File: config.mk
export PLATFORM = sky130hd
export DESIGN_NAME = alu_nzcv_flat
export DESIGN_NICKNAME = d
export VERILOG_FILES = /design/src/rtl/alu_nzcv_if.sv /design/src/rtl/alu_nzcv.sv /design/src/flat_wrapper.sv
export SDC_FILE = /design/constraint.sdc
export NUM_CORES = 1
export LEC_CHECK = 0
export CAP_MARGIN = 5
export CORE_ASPECT_RATIO = 1.4
export CORE_MARGIN = 8
export CORE_UTILIZATION = 40
export CTS_BUF_LIST = sky130_fd_sc_hd__clkbuf_4 sky130_fd_sc_hd__clkbuf_8
export CTS_CLUSTER_SIZE = 40
export DETAILED_ROUTE_END_ITERATION = 10
export DONT_BUFFER_PORTS = 1
export GPL_TIMING_DRIVEN = 0
export PLACE_DENSITY = 0.6
export SKIP_LAST_GASP = 1
export SYNTH_ARGS = -nofsm -noshare
export SYNTH_HDL_FRONTEND = slang
export SYNTH_SLANG_ARGS = --single-unit
File: constraint.sdc
create_clock -name clk -period 12.75 [get_ports clk]
set_clock_uncertainty 0.05 [all_clocks]
set_input_delay 3.1875 -clock clk [delete_from_list [all_inputs] [get_ports clk]]
set_output_delay 3.1875 -clock clk [all_outputs]
set_load 0.02 [all_outputs]
File: src/rtl/alu_nzcv_if.sv
// Operand, control and result bundle between the core datapath and the NZCV ALU.
// The master drives operands and controls; the slave (ALU) drives results and flags.
interface alu_nzcv_if #(
   parameter int unsigned WIDTH = 32
);
   logic [WIDTH-1:0] a;
   logic [WIDTH-1:0] b;
   logic [1:0]       ALUControl;
   logic [1:0]       FlagW;
   logic [WIDTH-1:0] Result;
   logic [3:0]       ALUFlags;
   logic [3:0]       Flags;

   modport master (
      output a,
      output b,
      output ALUControl,
      output FlagW,
      input  Result,
      input  ALUFlags,
      input  Flags
   );

   modport slave (
      input  a,
      input  b,
      input  ALUControl,
      input  FlagW,
      output Result,
      output ALUFlags,
      output Flags
   );
endinterface

File: src/rtl/alu_nzcv.sv
// ADD/SUB/AND/ORR ALU producing combinational NZCV flags, plus a CPSR-style flag bank
// written per flag pair under FlagW.
module alu_nzcv #(
   parameter int unsigned WIDTH = 32
) (
   input logic      clk,
   input logic      rst_n,
   alu_nzcv_if.slave bus
);

   if (WIDTH < 2) begin : g_width_check
      $error("alu_nzcv: WIDTH must be at least 2");
   end

   localparam int unsigned Msb = WIDTH - 1;

   typedef enum logic [1:0] {
      OpAdd = 2'b00,
      OpSub = 2'b01,
      OpAnd = 2'b10,
      OpOrr = 2'b11
   } alu_op_e;

   alu_op_e          op;
   logic             is_sub;
   logic [WIDTH-1:0] b_op;
   logic [WIDTH:0]   sum;
   logic [WIDTH-1:0] result;
   logic             flag_n;
   logic             flag_z;
   logic             flag_c;
   logic             flag_v;
   logic             arith_c;
   logic             arith_v;
   logic [3:0]       alu_flags;
   logic [3:0]       flags_d;
   logic [3:0]       flags_q;

   assign op     = alu_op_e'(bus.ALUControl);
   assign is_sub = bus.ALUControl[0];

   // One shared adder: SUB is a + ~b + 1, so carry out means "no borrow".
   always_comb begin
      b_op = is_sub ? ~bus.b : bus.b;
      sum  = {1'b0, bus.a} + {1'b0, b_op} + {{WIDTH{1'b0}}, is_sub};
   end

   // Overflow when the operands' effective signs agree but the result sign differs.
   always_comb begin
      arith_c = sum[WIDTH];
      arith_v = ~(bus.a[Msb] ^ bus.b[Msb] ^ is_sub) & (bus.a[Msb] ^ sum[Msb]);
   end

   always_comb begin
      result = '0;
      flag_c = 1'b0;
      flag_v = 1'b0;
      unique case (op)
         OpAdd: begin
            result = sum[WIDTH-1:0];
            flag_c = arith_c;
            flag_v = arith_v;
         end
         OpSub: begin
            result = sum[WIDTH-1:0];
            flag_c = arith_c;
            flag_v = arith_v;
         end
         OpAnd: result = bus.a & bus.b;
         OpOrr: result = bus.a | bus.b;
         default: result = '0;
      endcase
   end

   always_comb begin
      flag_n    = result[Msb];
      flag_z    = (result == '0);
      alu_flags = {flag_n, flag_z, flag_c, flag_v};
   end

   // Each FlagW bit owns one flag pair; disabled pairs keep their old value.
   always_comb begin
      flags_d = flags_q;
      if (bus.FlagW[1]) begin
         flags_d[3:2] = alu_flags[3:2];
      end
      if (bus.FlagW[0]) begin
         flags_d[1:0] = alu_flags[1:0];
      end
   end

   always_ff @(posedge clk or negedge rst_n) begin
      if (!rst_n) begin
         flags_q <= 4'b0000;
      end else begin
         flags_q <= flags_d;
      end
   end

   assign bus.Result   = result;
   assign bus.ALUFlags = alu_flags;
   assign bus.Flags    = flags_q;

endmodule

File: src/flat_wrapper.sv
// flat-port wrapper written by rule: the top's interface ports become plain ports
module alu_nzcv_flat 
#(
   parameter int unsigned WIDTH = 32
)
  (clk, rst_n, bus_a, bus_b, bus_ALUControl, bus_FlagW, bus_Result, bus_ALUFlags, bus_Flags);
  alu_nzcv_if #(.WIDTH(WIDTH)) bus_i ();
  input logic clk;
  input logic rst_n;
  input wire logic [$bits(bus_i.a)-1:0] bus_a;
  input wire logic [$bits(bus_i.b)-1:0] bus_b;
  input wire logic [$bits(bus_i.ALUControl)-1:0] bus_ALUControl;
  input wire logic [$bits(bus_i.FlagW)-1:0] bus_FlagW;
  output wire logic [$bits(bus_i.Result)-1:0] bus_Result;
  output wire logic [$bits(bus_i.ALUFlags)-1:0] bus_ALUFlags;
  output wire logic [$bits(bus_i.Flags)-1:0] bus_Flags;
  assign bus_i.a = bus_a;
  assign bus_i.b = bus_b;
  assign bus_i.ALUControl = bus_ALUControl;
  assign bus_i.FlagW = bus_FlagW;
  assign bus_Result = bus_i.Result;
  assign bus_ALUFlags = bus_i.ALUFlags;
  assign bus_Flags = bus_i.Flags;
  alu_nzcv #(.WIDTH(WIDTH)) u_core (.clk(clk), .rst_n(rst_n), .bus(bus_i));
endmodule
==> out/summary.txt, run 1 <==
PD cells: 84.1 nW/µm²
# fillers: 958
Clock Latency Late Sink: 210 ps
Min Tclk post-route: 12380 ps
Worst hold path type: reg -> reg
1st-iter DRT viols: 237
Reg2Reg Depth: 1
Via count: 3958
Die width: 95.7 µm
Layout area overhead: 5.11%
Area of the multi-input gates: 3240 µm²
Clock sinks: 4
DRC viols: 0
Antenna-violating nets left: 0
Largest family of logic cells by synthesized area: compound AO/OA/AOI/OAI gates
Clock-pin slew on the worst setup and hold paths: 30 ps
Critical Setup Path Class: in -> out
# rows: 40
Clock Path Buffers: 2
Hold endpoint: u_core.bus.Flags[2]
Post-synth EDFFs: 0
CP max-delay cell: or4b_1
Synth Area in Compound Gates: 0.374
Post-CTS Setup Inserts: 0
Port buffer count: 0
Slowest Stage Delay on Critical Path: 590 ps
Clock root cell: clkbuf_8
Reg2reg start: u_core.bus.Flags[1]
Iteration count of the initial detailed-routing pass: 4
Hold path startpoint: u_core.bus.Flags[2]
Synth Area in Simple Gates: 0.205
Sequential share of the synthesized area: 0.0282
Number of diodes: 0
Overflow left after global routing: 0
Slew Viols, Final: 0
Yosys warnings: 0
Pin count of the biggest net entering global routing: 20
Worst setup EP type: primary output
Worst-margin pin slew: 1110 ps
Worst path cell trace: buf_1 > buf_2 > clkbuf_2 > clkdlybuf4s15_2 > xor2_1 > ha_1 > clkbuf_1 > a21oi_1 > o21ai_1 > a311oi_1 > nand3_1 > and3_1 > o31ai_1 > or4b_1 > or4_4 > nor4_2 > buf_4
Worst endpoint required time: 9510 ps
Final Setup Violations: 0
Final WL: 13900 µm
Pre-CTS WS: -786 ps
CTS tree: done
Commonest non-fill, non-tap cell in the layout: nand2_1
Slew Limit Headroom: 0.250
Post-Synth XOR/XNOR Area: 0.108
Layout cell share with drive strength beyond 1: 0.0762
Register bit total from synthesis: 4
Final #Nets: 607
Die Y: 128 µm
Mapped Cells: 497
Final Hold Fails: 0
Global Route Usage Sum: 0.221
Area of the mapped netlist: 3550 µm²
Status: finished clean
RSZ-0062 raised after global routing: no
H-tree depth: 1
Initial antenna violation count: 0
VDD IR max: 70.2 µV
CTS Buf Count: 3
Worst Path Max Fanout: 19
Multiplexer share of the synthesized area: 0.0313
Ys async rst share: 1.00
RD Place Congestion: 0.956
Synth cell types: 75
Number of buffers and inverters on the critical path: 6
Post-Syn Nets: 603
Post-DP HPWL: 11900 µm
Critical Path AT: 9140 ps
Final period util: 0.971
Final Worst Setup Slack: 373 ps
Commonest non-fill, non-tap cells in the layout: 50 x nand2_1, 43 x a21oi_1, 36 x xor2_1
Storage element area: 100 µm²
Max Freq: 80.8 MHz
Synth Area in Adders: 0.194
Synth Flop Type: dfrtp_1
Avg Cell Area, Syn: 7.15 µm²
DR vias/cell: 6.55
Initial Util: 0.413
Core ar.: 8610 µm²
Routed wire per std cell: 23.0 µm
Total Power: 314 µW
Die Area: 12200 µm²
Worst hold stages: 2
FF-to-FF setup slack: 11840 ps
Vias in the first global route: 4051
Max reg flops: 4
Global-route wire length before repair: 21300 µm
CP top delay family: buffers and inverters
# IOs: 110
Max-Cap Viols: 0
Startpoint class of the critical path: primary input
P_leak: 0.00144 µW
Worst r2r dst: u_core.bus.Flags[1]
==> where the power goes <==
| group | total [µW] | internal, µW | leakage, µW | switching, µW |
|---|---|---|---|---|
| Combinational | 270 | 92.4 | 0.00136 | 177 |
| Clock | 26.3 | 20.1 | 0.0000216 | 6.18 |
| Sequential | 18.4 | 14.6 | 0.0000521 | 3.76 |
| Total | 314 | 127 | 0.00144 | 187 |
==> cells in the mapped netlist (4+ instances only) <==
| master | number | area, µm² |
|---|---|---|
| a31oi_1 | 4 | 25.0 |
| xor2_1 | 36 | 315 |
| clkbuf_1 | 20 | 75.1 |
| o21ai_0 | 33 | 165 |
| a211oi_1 | 9 | 67.6 |
| o21a_1 | 16 | 120 |
| a21boi_0 | 5 | 37.5 |
| inv_1 | 15 | 56.3 |
| maj3_1 | 23 | 230 |
| nand2_1 | 50 | 188 |
| o31ai_1 | 6 | 45.0 |
| and2_1 | 6 | 37.5 |
| nand3_1 | 11 | 55.1 |
| nand4_1 | 8 | 50.1 |
| dfrtp_1 | 4 | 100 |
| xnor2_1 | 8 | 70.1 |
| a21o_1 | 9 | 67.6 |
| nor4_1 | 4 | 25.0 |
| nor2_1 | 24 | 90.1 |
| buf_4 | 4 | 30.0 |
| or3_1 | 5 | 31.3 |
| nor3_1 | 11 | 55.1 |
| o2111ai_1 | 4 | 35.0 |
| nor3b_1 | 5 | 37.5 |
| o211ai_1 | 7 | 52.6 |
| buf_1 | 5 | 18.8 |
| o211a_1 | 4 | 40.0 |
| a2111oi_0 | 4 | 35.0 |
| mux2_2 | 6 | 67.6 |
| a21oi_1 | 43 | 215 |
| ha_1 | 35 | 438 |
==> worst min-delay path, cell delays in order (launching register included) <==
cell     delay (ps)
dfrtp_1         450
inv_1           100
o32ai_2          70
==> layer usage <==
metal,vias up,track usage,share of wire
li1,1909,-,-
met5,-,0,0
met3,40,0.0445,0.077
met1,1863,0.220,0.35
met2,146,0.409,0.52
met4,0,0.119,0.054
==> final cells by class <==
cell class / count / area share
plain buffers: 32 / 0.0422
clock buffers: 3 / 0.0111
inverters: 16 / 0.0161
multi-input cells: 444 / 0.869
flip-flops and latches: 4 / 0.0268
well taps: 105 / 0.0352
==> cell families after synthesis <==
family / count (synthesis)
xor+xnor: 44
flops: 4
buf+inv: 49
simple gates: 143
fa+ha+maj: 59
compound gates: 188
mux: 10
==> worst max path at each step <==
stage               cells after the start  slack [ps]               to         startpoint
finish                                 17         370  bus_ALUFlags[2]  bus_ALUControl[0]
global route                           17          50  bus_ALUFlags[2]  bus_ALUControl[0]
CTS                                    17         370  bus_ALUFlags[2]  bus_ALUControl[0]
detailed placement                     18        -790  bus_ALUFlags[2]  bus_ALUControl[0]
global placement                       18        -670  bus_ALUFlags[2]  bus_ALUControl[0]
floorplan                              18        1330  bus_ALUFlags[2]  bus_ALUControl[0]
==> per-stage QoR <==
stage	cell area, µm²	instances	hold slack, ps	util	setup TNS (ps)
6_report	3730	604	620	0.434	0
2_1_floorplan	3550	497	584	-	0
3_5_place_dp	3680	602	612	0.428	-1110
5_1_grt	3730	604	642	0.434	0
3_3_place_gp	3680	602	612	0.428	-749
4_1_cts	3730	604	622	0.434	0
==> what timing repair did <==
item / 4_1_cts / 5_1_grt
hold buffers: 0 / 0
setup endpoints to repair: 3 / 0
gates resized for setup: 6 / 0
(Power assumes the default switching activity.)
==> inputs of run 2 (changes only) <==
--- a/config.mk
+++ b/config.mk
@@ -6,15 +6,16 @@
 export NUM_CORES = 1
 export LEC_CHECK = 0
 export CAP_MARGIN = 5
-export CORE_ASPECT_RATIO = 1.4
+export CORE_ASPECT_RATIO = 2
 export CORE_MARGIN = 8
-export CORE_UTILIZATION = 40
+export CORE_UTILIZATION = 35
 export CTS_BUF_LIST = sky130_fd_sc_hd__clkbuf_4 sky130_fd_sc_hd__clkbuf_8
 export CTS_CLUSTER_SIZE = 40
 export DETAILED_ROUTE_END_ITERATION = 10
 export DONT_BUFFER_PORTS = 1
 export GPL_TIMING_DRIVEN = 0
-export PLACE_DENSITY = 0.6
+export PLACE_DENSITY = 0.55
+export RECOVER_POWER = 50
 export SKIP_LAST_GASP = 1
 export SYNTH_ARGS = -nofsm -noshare
 export SYNTH_HDL_FRONTEND = slang
==> run 2 against run 1 <==
Compared with the run above: sequential power hardly changed; cell count grew 5.1%; worst hold slack gained 4.1 ps; total power increased by 1.5%; register-to-register slack hardly changed; combinational power increased by 1%; maximum frequency rose by 1.6%; first-iteration DRC count decreased by 6.3%; critical endpoint unchanged.
==> out/summary.txt, run 2 (same netlist as run 1, synthesis figures left out) <==
Status: finished clean (unchanged)
Post-CTS Setup Inserts: 0 (unchanged)
# rows: 52 (was 40)
1st-iter DRT viols: 222 (was 237)
Max Freq: 82.1 MHz (was 80.8 MHz)
DR vias/cell: 6.43 (was 6.55)
Min Tclk post-route: 12190 ps (was 12380 ps)
Fin util: 0.374 (was 0.434)
Routed wire per std cell: 24.7 µm (was 23.0 µm)
Critical Path AT: 8950 ps (was 9140 ps)
Initial Util: 0.355 (was 0.413)
Final #Nets: 607 (unchanged)
Max-Cap Viols: 0 (unchanged)
Commonest non-fill, non-tap cell in the layout: nand2_1 (unchanged)
Clock root cell: clkbuf_8 (unchanged)
Placed cell area: 3720 µm² (was 3680 µm²)
Clock-pin slew on the worst setup and hold paths: 30 ps (about the same)
Worst Path Max Fanout: 19 (unchanged)
Slowest Stage Delay on Critical Path: 640 ps (was 590 ps)
Iteration count of the initial detailed-routing pass: 5 (was 4)
CTS Hold Bufs: 0 (unchanged)
Clock sinks: 4 (unchanged)
Worst endpoint required time: 9510 ps (about the same)
Final period util: 0.956 (was 0.971)
Port buffer count: 0 (unchanged)
Die width: 87.3 µm (was 95.7 µm)
DRC viols: 0 (unchanged)
H-tree depth: 1 (unchanged)
Critical Setup Path Class: in -> out (unchanged)
CTS tree: done (unchanged)
Slew Viols, Final: 0 (unchanged)
Global Route Usage Sum: 0.221 (about the same)
Startpoint class of the critical path: primary input (unchanged)
CTS Buf Count: 3 (unchanged)
Antenna-violating nets left: 0 (unchanged)
RD Place Congestion: 0.953 (was 0.956)
Global-route wire length before repair: 23200 µm (was 21300 µm)
Final Cell Area: 3750 µm² (was 3730 µm²)
Core ar.: 10000 µm² (was 8610 µm²)
Via count: 4084 (was 3958)
P_leak: 0.00143 µW (was 0.00144 µW)
# IOs: 110 (unchanged)
Worst setup EP type: primary output (unchanged)
CP max-delay cell: or4b_1 (unchanged)
Worst path cell trace: buf_2 > buf_2 > clkbuf_2 > clkdlybuf4s15_2 > xor2_1 > ha_1 > buf_2 > a21oi_1 > o21ai_0 > a21oi_1 > nand2_1 > a21oi_1 > a31oi_1 > or4b_1 > or4_4 > nor4_2 > buf_4 (was buf_1 > buf_2 > clkbuf_2 > clkdlybuf4s15_2 > xor2_1 > ha_1 > clkbuf_1 > a21oi_1 > o21ai_1 > a311oi_1 > nand3_1 > and3_1 > o31ai_1 > or4b_1 > or4_4 > nor4_2 > buf_4)
Die Area: 13800 µm² (was 12200 µm²)
Pin count of the biggest net entering global routing: 11 (was 20)
Post-DP HPWL: 13400 µm (was 11900 µm)
VDD IR max: 81.4 µV (was 70.2 µV)
Overflow left after global routing: 0 (unchanged)
Max reg flops: 4 (unchanged)
Final Setup Violations: 0 (unchanged)
Initial antenna violation count: 1 (was 0)
Vias in the first global route: 4210 (was 4051)
Final WL: 15700 µm (was 13900 µm)
Final Hold Fails: 0 (unchanged)
Layout area overhead: 5.56% (was 5.11%)
Layout cell share with drive strength beyond 1: 0.0701 (was 0.0762)
Total Power: 319 µW (was 314 µW)
Worst-margin pin slew: 1110 ps (about the same)
Slew Limit Headroom: 0.258 (was 0.250)
PD cells: 85.0 nW/µm² (was 84.1 nW/µm²)
Die Y: 158 µm (was 128 µm)
Commonest non-fill, non-tap cells in the layout: 50 x nand2_1, 44 x a21oi_1, 36 x xor2_1 (was 50 x nand2_1, 43 x a21oi_1, 36 x xor2_1)
Clock Path Buffers: 2 (unchanged)
RSZ-0062 raised after global routing: no (unchanged)
Worst hold path type: reg -> reg (unchanged)
Clock Latency Late Sink: 220 ps (was 210 ps)
==> run 2: worst max-delay path, delay by kind of cell <==
family	cells	cell delay [ps]
fa+ha+maj	1	240
xor+xnor	1	190
buf+inv	6	2050
simple gates	4	1490
compound gates	5	1780
==> run 2: final cells by class <==
| cell class | count | area [µm²] |
|---|---|---|
| Sequential cell | 4 | 100 |
| Buffer | 32 | 158 |
| Multi-Input combinational cell | 444 | 3220 |
| Fill cell | 1163 | 6270 |
| Inverter | 16 | 60.1 |
| Antenna cell | 1 | 2.50 |
| Clock buffer | 3 | 41.3 |
| Tap cell | 135 | 169 |
==> run 2: worst paths after layout <==
kind	cells past startpoint	slack, ps	startpoint	to
setup reg to reg	1	11830	u_core.bus.Flags[3]	u_core.bus.Flags[3]
hold / removal	2	620	u_core.bus.Flags[2]	u_core.bus.Flags[2]
max in group asynchronous	0	9960	rst_n	u_core.bus.Flags[1]
setup / recovery	17	560	bus_ALUControl[0]	bus_ALUFlags[2]
hold reg to reg	2	620	u_core.bus.Flags[2]	u_core.bus.Flags[2]
min in group asynchronous	0	2620	rst_n	u_core.bus.Flags[3]
==> run 2: power breakdown <==
part	switching, µW	internal [µW]
clock network	6.19	20.1
logic	183	91.1
registers	3.88	14.6
==> run 2: stage by stage <==
step	instances	hold WS [ps]	worst slack (ps)	setup TNS, ps
finish	635	624	564	0
global route	635	639	259	0
CTS	635	627	266	0
detailed placement	632	622	-1200	-2730
global placement	632	619	-1170	-2580
floorplan	497	584	1330	0
==> run 2: routing by layer <==
metal | routed length (µm) | GRT usage | share of wire | vias up
met3 | 1030 | 0.0455 | 0.066 | 56
met1 | 4440 | 0.168 | 0.28 | 1936
li1 | - | - | - | 1908
met2 | 9060 | 0.458 | 0.58 | 184
met5 | 0 | 0 | 0 | -
met4 | 1170 | 0.153 | 0.075 | 0
==> run 2: timing repair <==
item                       in CTS  in global routing
resized for setup               9                  0
setup endpoints to repair       5                  1
cloned                          0                  0
hold endpoints to repair        0                  0
